==> src/rtl/plb_cache_arbiter.sv <==
// plb_cache_arbiter: shares the PLB cache memory port between the lookup
// stage (lkp_*) and the refill path (rfl_*), routing responses in order.
// Ports: clk_i/rst_ni (sync, active-low), flush_i, lkp_mem_* and rfl_mem_*
// slave ports, plb_cache_mem_* master port, outstanding_o, protocol_error_o.
// Optional: define MPT_PLB_ARB_RR_EN for round-robin arbitration
// (default build is fixed priority, refill over lookup).
module plb_cache_arbiter #(
  parameter int DATA_WIDTH      = 1,
  parameter int ADDR_WIDTH      = 64,
  parameter int BE_WIDTH        = (DATA_WIDTH + 7) / 8,
  parameter int MAX_OUTSTANDING = 4
) (
  input  logic                           clk_i,
  input  logic                           rst_ni,
  input  logic                           flush_i,
  input  logic                           lkp_mem_req,
  output logic                           lkp_mem_gnt,
  output logic                           lkp_mem_valid,
  input  logic [ADDR_WIDTH-1:0]          lkp_mem_addr,
  input  logic                           lkp_mem_we,
  input  logic [BE_WIDTH-1:0]            lkp_mem_be,
  input  logic [DATA_WIDTH-1:0]          lkp_mem_wdata,
  output logic [DATA_WIDTH-1:0]          lkp_mem_rdata,
  output logic                           lkp_mem_error,
  input  logic                           rfl_mem_req,
  output logic                           rfl_mem_gnt,
  output logic                           rfl_mem_valid,
  input  logic [ADDR_WIDTH-1:0]          rfl_mem_addr,
  input  logic                           rfl_mem_we,
  input  logic [BE_WIDTH-1:0]            rfl_mem_be,
  input  logic [DATA_WIDTH-1:0]          rfl_mem_wdata,
  output logic [DATA_WIDTH-1:0]          rfl_mem_rdata,
  output logic                           rfl_mem_error,
  output logic                           plb_cache_mem_req,
  output logic [ADDR_WIDTH-1:0]          plb_cache_mem_addr,
  output logic [DATA_WIDTH-1:0]          plb_cache_mem_wdata,
  output logic                           plb_cache_mem_we,
  output logic [BE_WIDTH-1:0]            plb_cache_mem_be,
  input  logic                           plb_cache_mem_gnt,
  input  logic                           plb_cache_mem_valid,
  input  logic [DATA_WIDTH-1:0]          plb_cache_mem_rdata,
  input  logic                           plb_cache_mem_error,
  output logic [$clog2(MAX_OUTSTANDING):0] outstanding_o,
  output logic                           protocol_error_o
);

  localparam int PW = $clog2(MAX_OUTSTANDING);
  localparam logic ID_LKP = 1'b0;
  localparam logic ID_RFL = 1'b1;

  logic [PW:0]                r_wptr;
  logic [PW:0]                r_rptr;
  logic [MAX_OUTSTANDING-1:0] r_ids;
  logic                       r_lock;
  logic                       r_lock_sel;
  logic                       r_perr;
`ifdef MPT_PLB_ARB_RR_EN
  logic                       r_rr_last;
`endif

  logic w_empty;
  logic w_full;
  logic w_sel;
  logic w_sel_req;
  logic w_push;
  logic w_pop;
  logic w_head;

  assign w_empty = (r_wptr == r_rptr);
  // Extra pointer bit distinguishes full from empty.
  assign w_full  = (r_wptr[PW] != r_rptr[PW]) &&
                   (r_wptr[PW-1:0] == r_rptr[PW-1:0]);

  // A locked selection wins over any new request until it is granted.
  always_comb begin
    w_sel = ID_LKP;
    if (r_lock)
      w_sel = r_lock_sel;
    else if (rfl_mem_req && lkp_mem_req)
`ifdef MPT_PLB_ARB_RR_EN
      w_sel = ~r_rr_last;
`else
      w_sel = ID_RFL;
`endif
    else if (rfl_mem_req)
      w_sel = ID_RFL;
  end

  assign w_sel_req = w_sel ? rfl_mem_req : lkp_mem_req;

  // Flush only holds back new arbitration; a locked request stays up.
  assign plb_cache_mem_req   = w_sel_req & ~w_full & (r_lock | ~flush_i);
  assign plb_cache_mem_addr  = w_sel ? rfl_mem_addr  : lkp_mem_addr;
  assign plb_cache_mem_wdata = w_sel ? rfl_mem_wdata : lkp_mem_wdata;
  assign plb_cache_mem_we    = w_sel ? rfl_mem_we    : lkp_mem_we;
  assign plb_cache_mem_be    = w_sel ? rfl_mem_be    : lkp_mem_be;

  assign w_push = plb_cache_mem_req & plb_cache_mem_gnt;
  assign lkp_mem_gnt = w_push & (w_sel == ID_LKP);
  assign rfl_mem_gnt = w_push & (w_sel == ID_RFL);

  // A response with nothing in flight is dropped, never popped.
  assign w_pop  = plb_cache_mem_valid & ~w_empty;
  assign w_head = r_ids[r_rptr[PW-1:0]];

  assign lkp_mem_valid = w_pop & (w_head == ID_LKP);
  assign rfl_mem_valid = w_pop & (w_head == ID_RFL);
  assign lkp_mem_rdata = lkp_mem_valid ? plb_cache_mem_rdata : '0;
  assign rfl_mem_rdata = rfl_mem_valid ? plb_cache_mem_rdata : '0;
  assign lkp_mem_error = lkp_mem_valid & plb_cache_mem_error;
  assign rfl_mem_error = rfl_mem_valid & plb_cache_mem_error;

  assign outstanding_o    = r_wptr - r_rptr;
  assign protocol_error_o = r_perr;

  always_ff @(posedge clk_i) begin
    if (!rst_ni) begin
      r_wptr     <= '0;
      r_rptr     <= '0;
      r_ids      <= '0;
      r_lock     <= 1'b0;
      r_lock_sel <= ID_LKP;
      r_perr     <= 1'b0;
`ifdef MPT_PLB_ARB_RR_EN
      r_rr_last  <= ID_LKP;
`endif
    end else begin
      if (w_push) begin
        r_ids[r_wptr[PW-1:0]] <= w_sel;
        r_wptr <= r_wptr + (PW+1)'(1);
      end
      if (w_pop)
        r_rptr <= r_rptr + (PW+1)'(1);
      if (plb_cache_mem_valid && w_empty)
        r_perr <= 1'b1;
      if (w_push) begin
        r_lock <= 1'b0;
      end else if (plb_cache_mem_req) begin
        r_lock     <= 1'b1;
        r_lock_sel <= w_sel;
      end
`ifdef MPT_PLB_ARB_RR_EN
      if (w_push)
        r_rr_last <= w_sel;
`endif
    end
  end

endmodule

==> config.mk <==
export PLATFORM = sky130hd
export DESIGN_NAME = plb_cache_arbiter
export DESIGN_NICKNAME = d
export VERILOG_FILES = /design/src/rtl/plb_cache_arbiter.sv
export SDC_FILE = /design/constraint.sdc
export NUM_CORES = 1
export LEC_CHECK = 0
export ABC_AREA = 1
export ABC_CLOCK_PERIOD_IN_PS = 2200
export CORE_AREA = 2 2 85 87
export DETAILED_ROUTE_END_ITERATION = 7
export DIE_AREA = 0 0 87 89
export HOLD_SLACK_MARGIN = 0.06
export MAX_ROUTING_LAYER = met4
export PLACE_DENSITY_LB_ADDON = 0.3
export SETUP_SLACK_MARGIN = 0.05
export SLEW_MARGIN = 20
export SYNTH_ARGS = -nofsm -noshare
export SYNTH_HDL_FRONTEND = slang
export SYNTH_SLANG_ARGS = --single-unit
==> constraint.sdc <==
create_clock -name clk_i -period 2.2 [get_ports clk_i]
set_clock_uncertainty 0.2 [all_clocks]
set_input_delay 0.55 -clock clk_i [delete_from_list [all_inputs] [get_ports clk_i]]
set_output_delay 0.55 -clock clk_i [all_outputs]
set_load 0.01 [all_outputs]
After elaboration in Yosys (flattened, before gate mapping)
Cells that the tools add are included.
Cells by class
  add/subtract/negate cells: 3
  order comparisons: 3
  equality and inequality tests: 3
  multiplexer cells: 15
  bitwise operators: 18
  reductions and logical operators: 6
Operators by type and width (count)
  $mux 64: 1
  $mux 1: 11
  $and 1x1->1: 10
  $not 1->1: 7
  $add 3x1->3 const B: 2
  $lt 2x3->1 const B: 2
  $bwmux 4: 1
  $logic_and 1x1->1: 4
  $eq 3x3->1: 1
  $sub 3x3->3: 1
  $bmux 1 s2: 1
  $demux 1 s2: 1
  $eq 2x2->1: 1
  $ge 2x1->1 const B: 1
  $reduce_and 2->1: 1
  $reduce_or 2->1: 1
  $ne 1x1->1: 1
  $or 1x1->1: 1
Word-level totals
  register bits: 13
  bits of input ports: 143
  output and inout port bits: 80
  word-level logic and storage cells: 54

Logic depth before layout (Yosys ltp)
Gate-level depths: netlist (run 1).
  depth in word-level cells: 9
  gate-level depth with buffers: 11
  gate-level depth less buffers: 11

Worst setup path after synthesis (run 1)
OpenSTA, ideal clock, no wires.
  path kind: register to output
  from: register r_wptr[0]
  to: output lkp_mem_gnt
  arrival: 1.444 ns
  required time: 1.450 ns
  slack: 0.006 ns
  stages on the path, launching flop included: 10
  buffers on the path: 0
  cells stage by stage: dfxtp_1 inv_1 ha_1 nand2_1 inv_1 nand2_2 nand2_2 nor2_4 nand2_1 nor2_1
On the way
  cells in the longest elaborated chain, start to end: 7
Ends and longest elaborated chain
  from (decl): line 51  | logic [PW:0] r_wptr;
  from (signal assigned): line 130  | r_wptr <= r_wptr + (PW+1)'(1);
  $eq 2x2->1: line 72  | (r_wptr[PW-1:0] == r_rptr[PW-1:0]);
  $logic_and 1x1->1: line 71  | assign w_full = (r_wptr[PW] != r_rptr[PW]) &&
  $not 1->1: line 92  | assign plb_cache_mem_req = w_sel_req & ~w_full & (r_lock | ~flush_i);
  $and 1x1->1 (2 in a row): line 92
  $and 1x1->1: line 98  | assign w_push = plb_cache_mem_req & plb_cache_mem_gnt;
  $and 1x1->1: line 99  | assign lkp_mem_gnt = w_push & (w_sel == ID_LKP);
  to (decl): line 17  | output logic lkp_mem_gnt,
Every way passes these cells.

Worst setup path in the final report (run 1)
  from: register r_lock
  to: output plb_cache_mem_addr[57]
On the way
  cells in the longest elaborated chain, start to end: 2
Ends and longest elaborated chain
  from (decl): line 54  | logic r_lock;
  from (signal assigned): line 121  | r_lock <= 1'b0;
  from (signal assigned): line 137  | r_lock <= 1'b0;
  from (signal assigned): line 139  | r_lock <= 1'b1;
  $mux 1: line 77  | if (r_lock)
  $mux 64: line 93  | assign plb_cache_mem_addr = w_sel ? rfl_mem_addr : lkp_mem_addr;
  to (decl): line 35  | output logic [ADDR_WIDTH-1:0] plb_cache_mem_addr,
Every way passes these cells.

==> results of run 1 <==
layout by cell type (no fill, tap or decap), drive strengths merged, types with 8 or more instances in the layout:
master and n:
buf 150, nand4 8, a21oi 12, dfxtp 13, clkdlybuf4s50 139, nor2 12, inv 25, nand2 230
how the worst max path moves through the flow:
stage,from,end,slack (ns),depth (start not counted)
after floorplan,r_wptr[0],rfl_mem_gnt,0.04,9
after global placement,rfl_mem_req,plb_cache_mem_addr[8],-0.71,7
after detailed placement,rfl_mem_req,plb_cache_mem_addr[49],-0.76,7
after CTS,r_lock,plb_cache_mem_addr[49],-0.10,10
after global routing,r_lock,plb_cache_mem_addr[57],-0.19,11
final,r_lock,plb_cache_mem_addr[57],-0.16,11
repair_timing:
action                                 4_1_cts  5_1_grt
cloned                                      11        4
endpoints found under the hold margin        0        0
setup endpoints to repair                   79       81
buffers inserted                            29        7
resized for setup                          426      175
pin swaps                                   24       47
worst register-to-register path: cells and delay by family (launching register included):
family          cells  cell delay [ns]
compound gates      1             0.13
buf+inv             7             0.80
flops               1             0.39
simple gates        5             0.33
cell type report:
cell class | instances | area [um^2] | share of cell area
multi-input combinational | 286 | 1850 | 0.339
sequential | 13 | 270 | 0.0496
inverter | 25 | 106 | 0.0195
clock buffer | 3 | 41.3 | 0.00758
timing repair buffer | 297 | 3080 | 0.565
tap | 80 | 100 | 0.0184
clock inverter | 1 | 5.00 | 0.000919
per-layer routing:
layer	global-route usage	wire length, um	vias to the layer above
met1	0.266	4070	1538
met5	-	0	-
met4	0.109	464	0
met2	0.520	6950	160
met3	0.0434	634	38
li1	-	-	1602
registers in the layout (all words and copies together), names as in the netlist:
| name | cells |
|---|---|
| protocol_error_o | 1 |
| r_lock_sel | 1 |
| r_wptr | 3 |
| r_rptr | 3 |
| r_lock | 1 |
| r_ids | 4 |
synthesized netlist by cell type:
library cell	instances	area (um^2)
buf_4	2	15.0
ha_1	7	87.6
buf_2	7	35.0
nor2_1	11	41.3
nand4_1	8	50.1
xor2_1	2	17.5
dfxtp_1	13	260
nor2_4	1	11.3
nand3_1	7	35.0
buf_6	1	11.3
nand2_1	226	848
clkbuf_1	6	22.5
inv_1	23	86.3
fa_1	1	20.0
a21oi_1	12	60.1
inv_2	2	7.51
o21ai_0	6	30.0
nand2_2	4	25.0
o21ai_2	1	8.76
power by group:
part | switching [W] | total (W) | internal (W)
logic | 0.000810 | 0.00185 | 0.00104
registers | 0.0000188 | 0.000278 | 0.000259
clock network | 0.000102 | 0.000227 | 0.000125
total | 0.000931 | 0.00235 | 0.00142
logic make-up (layout without fill, tap and decap cells):
group	count (synthesis)	count (layout)
AO/OA/AOI/OAI	19	19
XOR/XNOR	2	2
adder cells (fa/ha/maj)	8	8
buffers and inverters	41	326
flip-flops	13	13
AND/OR/NAND/NOR	257	257
through the flow:
step	total power, W	utilization	instances
floorplan	0.000736	-	340
global placement	0.00154	0.626	658
detailed placement	0.00155	0.626	658
CTS	0.00201	0.700	699
global route	0.00247	0.811	705
finish	0.00235	0.811	705
==> results.md, run 1 <==
STA:
- The share of the clock period used by the worst path is 1.07.
- The tightest hold path in the finished design has a slack of about 0.28 ns.
- The number of max-slew violations in the final report came to 0.
- Setup violations remaining at the end of the flow were counted as 75.
- Based on the critical path, the design can be clocked at up to 424 MHz.
- The sum of negative setup slack is -4.52 ns.
- The worst-case headroom to the max-slew limit is 0.814.
- The time the worst path needs with I/O delays and setup is 2.36 ns.
- Setup slack on the critical path of the routed design comes to -0.157 ns.
- The measured slew at the worst slew-check pin is 0.280 ns.
- Setup repair after global routing could not meet its margin everywhere.
- The final-report hold violation count is 0.

Worst setup path:
- The start of the worst register-to-register path is r_lock.
- For flop-to-flop paths, the worst setup slack is 0.23 ns.
- Traced cell by cell, the critical path runs through inv_4 > nand2_4 > nand2_4 > buf_6 > inv_8 > buf_12 > buf_12 > buf_16 > nand2_2 > nand2_1 > buf_2.
- Data on the critical path is required at its endpoint by 1.45 ns.
- Of all nets on the critical path, the largest fanout is 5.
- The type of element launching the critical path is a flip-flop.
- The kind of cell with the highest combined delay along the critical path is buffers and inverters.
- Counting cells, the worst reg-to-reg path comes to 13.
- The setup path with the least slack is of type flip-flop to output port.
- The end of the worst register-to-register path is r_ids[2].
- The critical path's largest stage delay is 0.37 ns.
- On the critical path, the stage with the largest delay is an instance of dfxtp_4.
- The worst endpoint data arrival time is roughly 1.6 ns.
- The worst setup path is captured at an output port.
- The number of buffers and inverters on the critical path is 7.

Min path:
- The instance count along the most critical hold path is 2.
- The class of the worst hold path is flip-flop to flip-flop.
- The end of the worst hold path is protocol_error_o.
- The startpoint of the tightest hold check path is protocol_error_o.

Place:
- During placement, the flow inserted port buffers numbering approximately 220.
- The worst setup slack after placement is -0.755 ns.
- The final weighted congestion of routability-driven global placement is between 0.9 and 1.
- The detailed placement HPWL is roughly 7300 um.
- The cell area after placement is 0.00420 mm^2.

Routing:
- The routed design has around 12,000 um of wire.
- The iteration-0 DRC count of the detailed router is 137.
- For this run, design rule violations remaining after detail routing come to 0.
- For this run, the detailed router's first-pass iteration total came to 4.
- The vias after detailed routing is 3,338.
- In the final routed layout, each cell accounts on average for 17.2 um.
- The post-route antenna net violation count is 0.
- Dividing the detail-routed via count by the number of cells gives roughly 4.7.

Pwr:
- Summed over all cells, the static leakage comes to between 2 and 3 nW.
- The ratio of total power to cell area is 432 mW/mm^2.
- The worst-case IR drop observed on VDD is 289 uV.

Finish:
- From synthesis to final layout, the design area changed by 226%.
- The cell area after layout is 0.00545 mm^2.
- The share of layout cells above drive strength 1 is 0.507.
- The number of nets in the layout is 777.
- The antenna diode count is 0.
- The filler cell count in the final layout is 427.

Clock tree:
- After clock tree synthesis, the clock-pin slew on the worst setup and hold paths is 0.06 ns.
- The number of buffers on the longest clock path is 2.
- The number of clock sinks seen by CTS is 13.
- The clock reaches the later pin of the worst-skew pair after 0.25 ns.
- The CTS H-tree depth is 1.
- Clock tree synthesis inserted a total of 3 buffers.
- CTS placed an instance of clkbuf_8 at the clock tree root.
- The TritonCTS clock tree is yes.
- The number of hold-repair buffers added at the cts stage is 0.

Yosys:
- Each instance of the synthesized netlist takes up on average just under 5 um^2.
- After synthesis, the largest family of logic cells by area is simple AND/OR/NAND/NOR gates.
- The synthesized instance count is 340.
- The netlist uses 19 different library cells.
- The warning count from the yosys run is 0.
- After synthesis, the share of cell area in mux cells is 0.
- The area fraction in and, or, nand and nor cells after synthesis is 0.604.
- The mapped netlist covers 0.00167 mm^2.
- The post-synthesis compound-gate area fraction came to 0.0591.
- Of the total synthesized cell area, the portion taken by full adders, half adders and majority gates is 0.0643.
- Of the total synthesized cell area, the portion taken by XOR and XNOR cells is 0.0105.
- Synthesis inferred 13 register bits.
- Of the synthesized area, sequential elements account for 0.156.
- The number of nets in the synthesized netlist is 491.

Floorplan:
- The top-level port count is 223.
- The initial utilization of the core area, before any placement, comes to 0.249.
- The die area is 0.00774 mm^2.
- The placement row count is 30.
- The floorplan die height is 89 um.
- Measured along the x axis, the die boundary spans 87 um.
- The total area inside the core boundary comes to 0.00672 mm^2.

Global route:
- Entering global routing, the biggest net connects 15 pins.
- For this run, the total global-route usage over all layers was measured as 0.269.
- After global routing the overflow that remains totals 0.
- The initial antenna violation count is 0.
- The first global-routing pass estimated 15,800 um of wire.
- The number of global-route vias before repair is 3,282.

Outcome:
- The checks that failed: setup timing.
- The run finished, with violations left.

Flow run:
- The tool flagged a number of max-cap violations equal to 0.
Note: power is estimated with default switching activity, not from simulation.
==> run 2, diff against run 1 <==
ABC_CLOCK_PERIOD_IN_PS = 2400   (was 2200)
CAP_MARGIN = 20   (was not set)
clock period = 2.4 ns   (was 2.2 ns; I/O delays follow)
==> run 2 against run 1 <==
  * Sequential share of layout area is 1.1 points higher
  * Design area is 19% lower
  * Flip-flop and latch count stayed put
  * Setup slack improved by 0.19 ns
  * Register-to-register slack lost 0.12 ns
  * Non-clock buffer count shrank 24
  * Critical path depth decreased by 2
  * Cell count decreased by 3.4%
  * The flow now finishes without violations
  * Via count shrank 8.2%
  * Global-route usage is 2.7 points lower
  * Core utilization shrank 16 points
==> results.md, run 2 (synthesized netlist as in run 1, its figures left out) <==
STA:
- The number of max-slew violations in the final report is 0 (unchanged).
- The sum of negative setup slack is 0 ns (was -4.52 ns).
- The final-report hold violation count is 0 (unchanged).
- The maximum clock frequency is 423 MHz.
- The measured slew at the worst slew-check pin is 0.315 ns (was 0.280 ns).
- The time the worst path needs with I/O delays and setup is 2.36 ns.
- RSZ-0062 raised after global routing: yes (unchanged).
- Of the available clock period, the critical path in the final layout requires 0.985.
- The worst-case headroom to the max-slew limit is 0.790 (was 0.814).
- The tightest hold margin is 0.245 ns (was 0.280 ns).
- The number of setup violations in the final report is 0 (was 75).

Worst setup path:
- The maximum fanout count along the critical path is 3 (was 5).
- The worst setup slack for register-to-register paths is 0.11 ns (was 0.23 ns).
- The start of the worst register-to-register path is r_lock (unchanged).
- The worst endpoint data arrival time was 1.56 ns (was 1.61 ns).
- The type of element launching the critical path is a flip-flop (unchanged).
- The required time of the critical path is 1.60 ns (was 1.45 ns).
- The end of the worst register-to-register path is r_ids[2] (unchanged).
- The element type at the critical path end is an output port (unchanged).
- The worst reg-to-reg path cell count came to 17 (was 13).
- The critical path class is flip-flop to output port (unchanged).

Pwr:
- The highest ir drop seen on vdd is 163 uV (was 289 uV).
- The total power draw is 0.00173 W (was 0.00235 W).
- The leakage power is 2.32 nW (was 2.75 nW).
- The ratio of total power to cell area was 394 mW/mm^2 (was 432 mW/mm^2).

Floorplan:
- The horizontal die dimension was 87 um (unchanged).
- The area of the core region is 0.00672 mm^2 (unchanged).
- The initial core utilization is 0.249 (unchanged).
- The floorplan die height is 89 um (unchanged).
- The top-level port count was 223 (unchanged).
- The die area was 0.00774 mm^2 (unchanged).
- The placement row count is 30 (unchanged).

Finish:
- The cell area after layout came to 0.00439 mm^2 (was 0.00545 mm^2).
- The storage element area was 267 um^2 (was 270 um^2).
- The antenna diode count was 0 (unchanged).
- Commonest cells after routing, fill and taps aside: nand2_1, clkdlybuf4s50_1, buf_2, buf_4, inv_1 (was clkdlybuf4s50_1, nand2_1, nand2_2, buf_6, nand2_4).
- Largest registers in the final layout: r_ids x4, r_rptr x3, r_wptr x3 (unchanged).
- The share of layout cells above drive strength 1 is 0.275 (was 0.507).
- The most frequent standard cell in the layout excluding fill and tap cells is nand2_1 (was clkdlybuf4s50_1).
- The synthesis-to-layout area growth is 163% (was 226%).
- The number of flip-flops in the largest register is 4 (unchanged).
- The combined area of the multi-input logic cells is 0.00134 mm^2 (was 0.00185 mm^2).
- The register containing the most flip-flops in the final layout was r_ids (unchanged).
- The number of nets in the layout is 753 (was 777).
- The end-of-flow core utilization is 0.654 (was 0.811).
- The filler cell count in the final layout is 599 (was 427).

Place:
- The detailed placement HPWL is 7300 um (was 7330 um).
- The final weighted congestion of routability-driven global placement is 0.850 (was 0.915).
- The quantity of I/O buffers inserted on ports was 222 (unchanged).
- The cell area after placement is 0.00415 mm^2 (was 0.00420 mm^2).

Global route:
- The global-route wire length before repair is 14,400 um (was 15,800 um).
- The number of global-route vias before repair is 3,052 (was 3,282).
- The initial antenna violation count came to 0 (unchanged).
- The total congestion overflow after global routing came to 0 (unchanged).
- The all-layer global routing usage is 0.242 (was 0.269).
- The pin count of the biggest net entering global routing is 18 (was 15).

Min path:
- The end of the worst hold path is protocol_error_o (unchanged).
- The startpoint of the tightest hold check path is protocol_error_o (unchanged).
- The class of the worst hold path is flip-flop to flip-flop (unchanged).
- The instance count along the most critical hold path was 2 (unchanged).

Routing:
- The vias after detailed routing is 3,064 (was 3,338).
- The post-detailed-routing wire length is 9800 um (was 12,100 um).
- The post-route antenna net violation count came to 0 (unchanged).
- The number of iterations in the first detailed-routing pass was 4 (unchanged).
- The iteration-0 DRC count of the detailed router came to 91 (was 137).
- The vias per cell came to 4.50 (was 4.73).
- The average routed wire per standard cell is 14.4 um (was 17.2 um).
- The number of design rule violations left after detail routing is 0 (unchanged).

Clock tree:
- The number of buffers on the longest clock path was 2 (unchanged).
- The number of clock sinks seen by CTS is 13 (unchanged).
- The source-to-sink clock delay at the later pin of the worst-skew pair was 0.24 ns (was 0.25 ns).
- The TritonCTS clock tree was yes (unchanged).
- The number of hold-repair buffers added at the cts stage is 0 (unchanged).
- The CTS H-tree depth is 1 (unchanged).
- The number of buffers inserted during clock tree synthesis is 3 (unchanged).
- The buffer type at the clock tree root is clkbuf_8 (unchanged).
- The register clock-pin slew on the reported worst setup and hold paths is 0.06 ns (about the same).

Outcome:
- Result of the run: finished clean (was complete, but fails checks).

Flow run:
- The count of max-cap constraint violations came to 0 (unchanged).
==> run 2: worst max path at each step <==
| stage | depth (start not counted) | endpoint | startpoint |
|---|---|---|---|
| detailed placement | 8 | plb_cache_mem_addr[41] | rfl_mem_req |
| floorplan | 9 | lkp_mem_gnt | r_wptr[0] |
| finish | 9 | lkp_mem_error | r_wptr[0] |
| CTS | 10 | lkp_mem_gnt | r_rptr[1] |
| global route | 9 | lkp_mem_error | r_wptr[0] |
| global placement | 7 | plb_cache_mem_addr[5] | rfl_mem_req |
==> run 2: metrics by stage <==
step,setup slack (ns),instances
global placement,-0.623,652
global route,-0.0358,681
CTS,0.0366,679
finish,0.0359,681
detailed placement,-0.654,652
floorplan,0.156,340
==> run 2: critical path, cell delays in order, from the launching register on <==
cell and delay (ns):
dfxtp_2 0.33, inv_2 0.05, ha_4 0.27, nand2_4 0.05
buf_6 0.11, o21ai_4 0.18, inv_2 0.06, nand2_2 0.09
nor2_1 0.05, buf_2 0.13
==> run 2: routing by layer <==
metal,part of all wire,vias up,wire (um),global-route usage
met4,0.014,0,136,0.0540
met1,0.36,1364,3550,0.255
met3,0.069,12,678,0.0443
met5,0,-,0,-
li1,-,1557,-,-
met2,0.55,131,5430,0.466
==> run 2: area by class of cell <==
class | instances | share of cell area
timing repair buffer | 273 | 0.577
multi-input combinational | 286 | 0.305
sequential | 13 | 0.0607
inverter | 25 | 0.0242
tap | 80 | 0.0228
clock buffer | 4 | 0.0103
==> run 2: power breakdown <==
| part | switching [W] | total (W) | internal (W) |
|---|---|---|---|
| registers | 0.0000134 | 0.000250 | 0.000237 |
| logic | 0.000566 | 0.00128 | 0.000717 |
| clock network | 0.0000819 | 0.000199 | 0.000117 |
| total | 0.000661 | 0.00173 | 0.00107 |
==> run 2: repair_timing <==
| item | 4_1_cts | 5_1_grt |
|---|---|---|
| gates resized for setup | 333 | 39 |
| pin swaps | 11 | 13 |
| setup buffers | 16 | 2 |
| gates cloned | 7 | 0 |
| endpoints found under the setup margin | 79 | 65 |
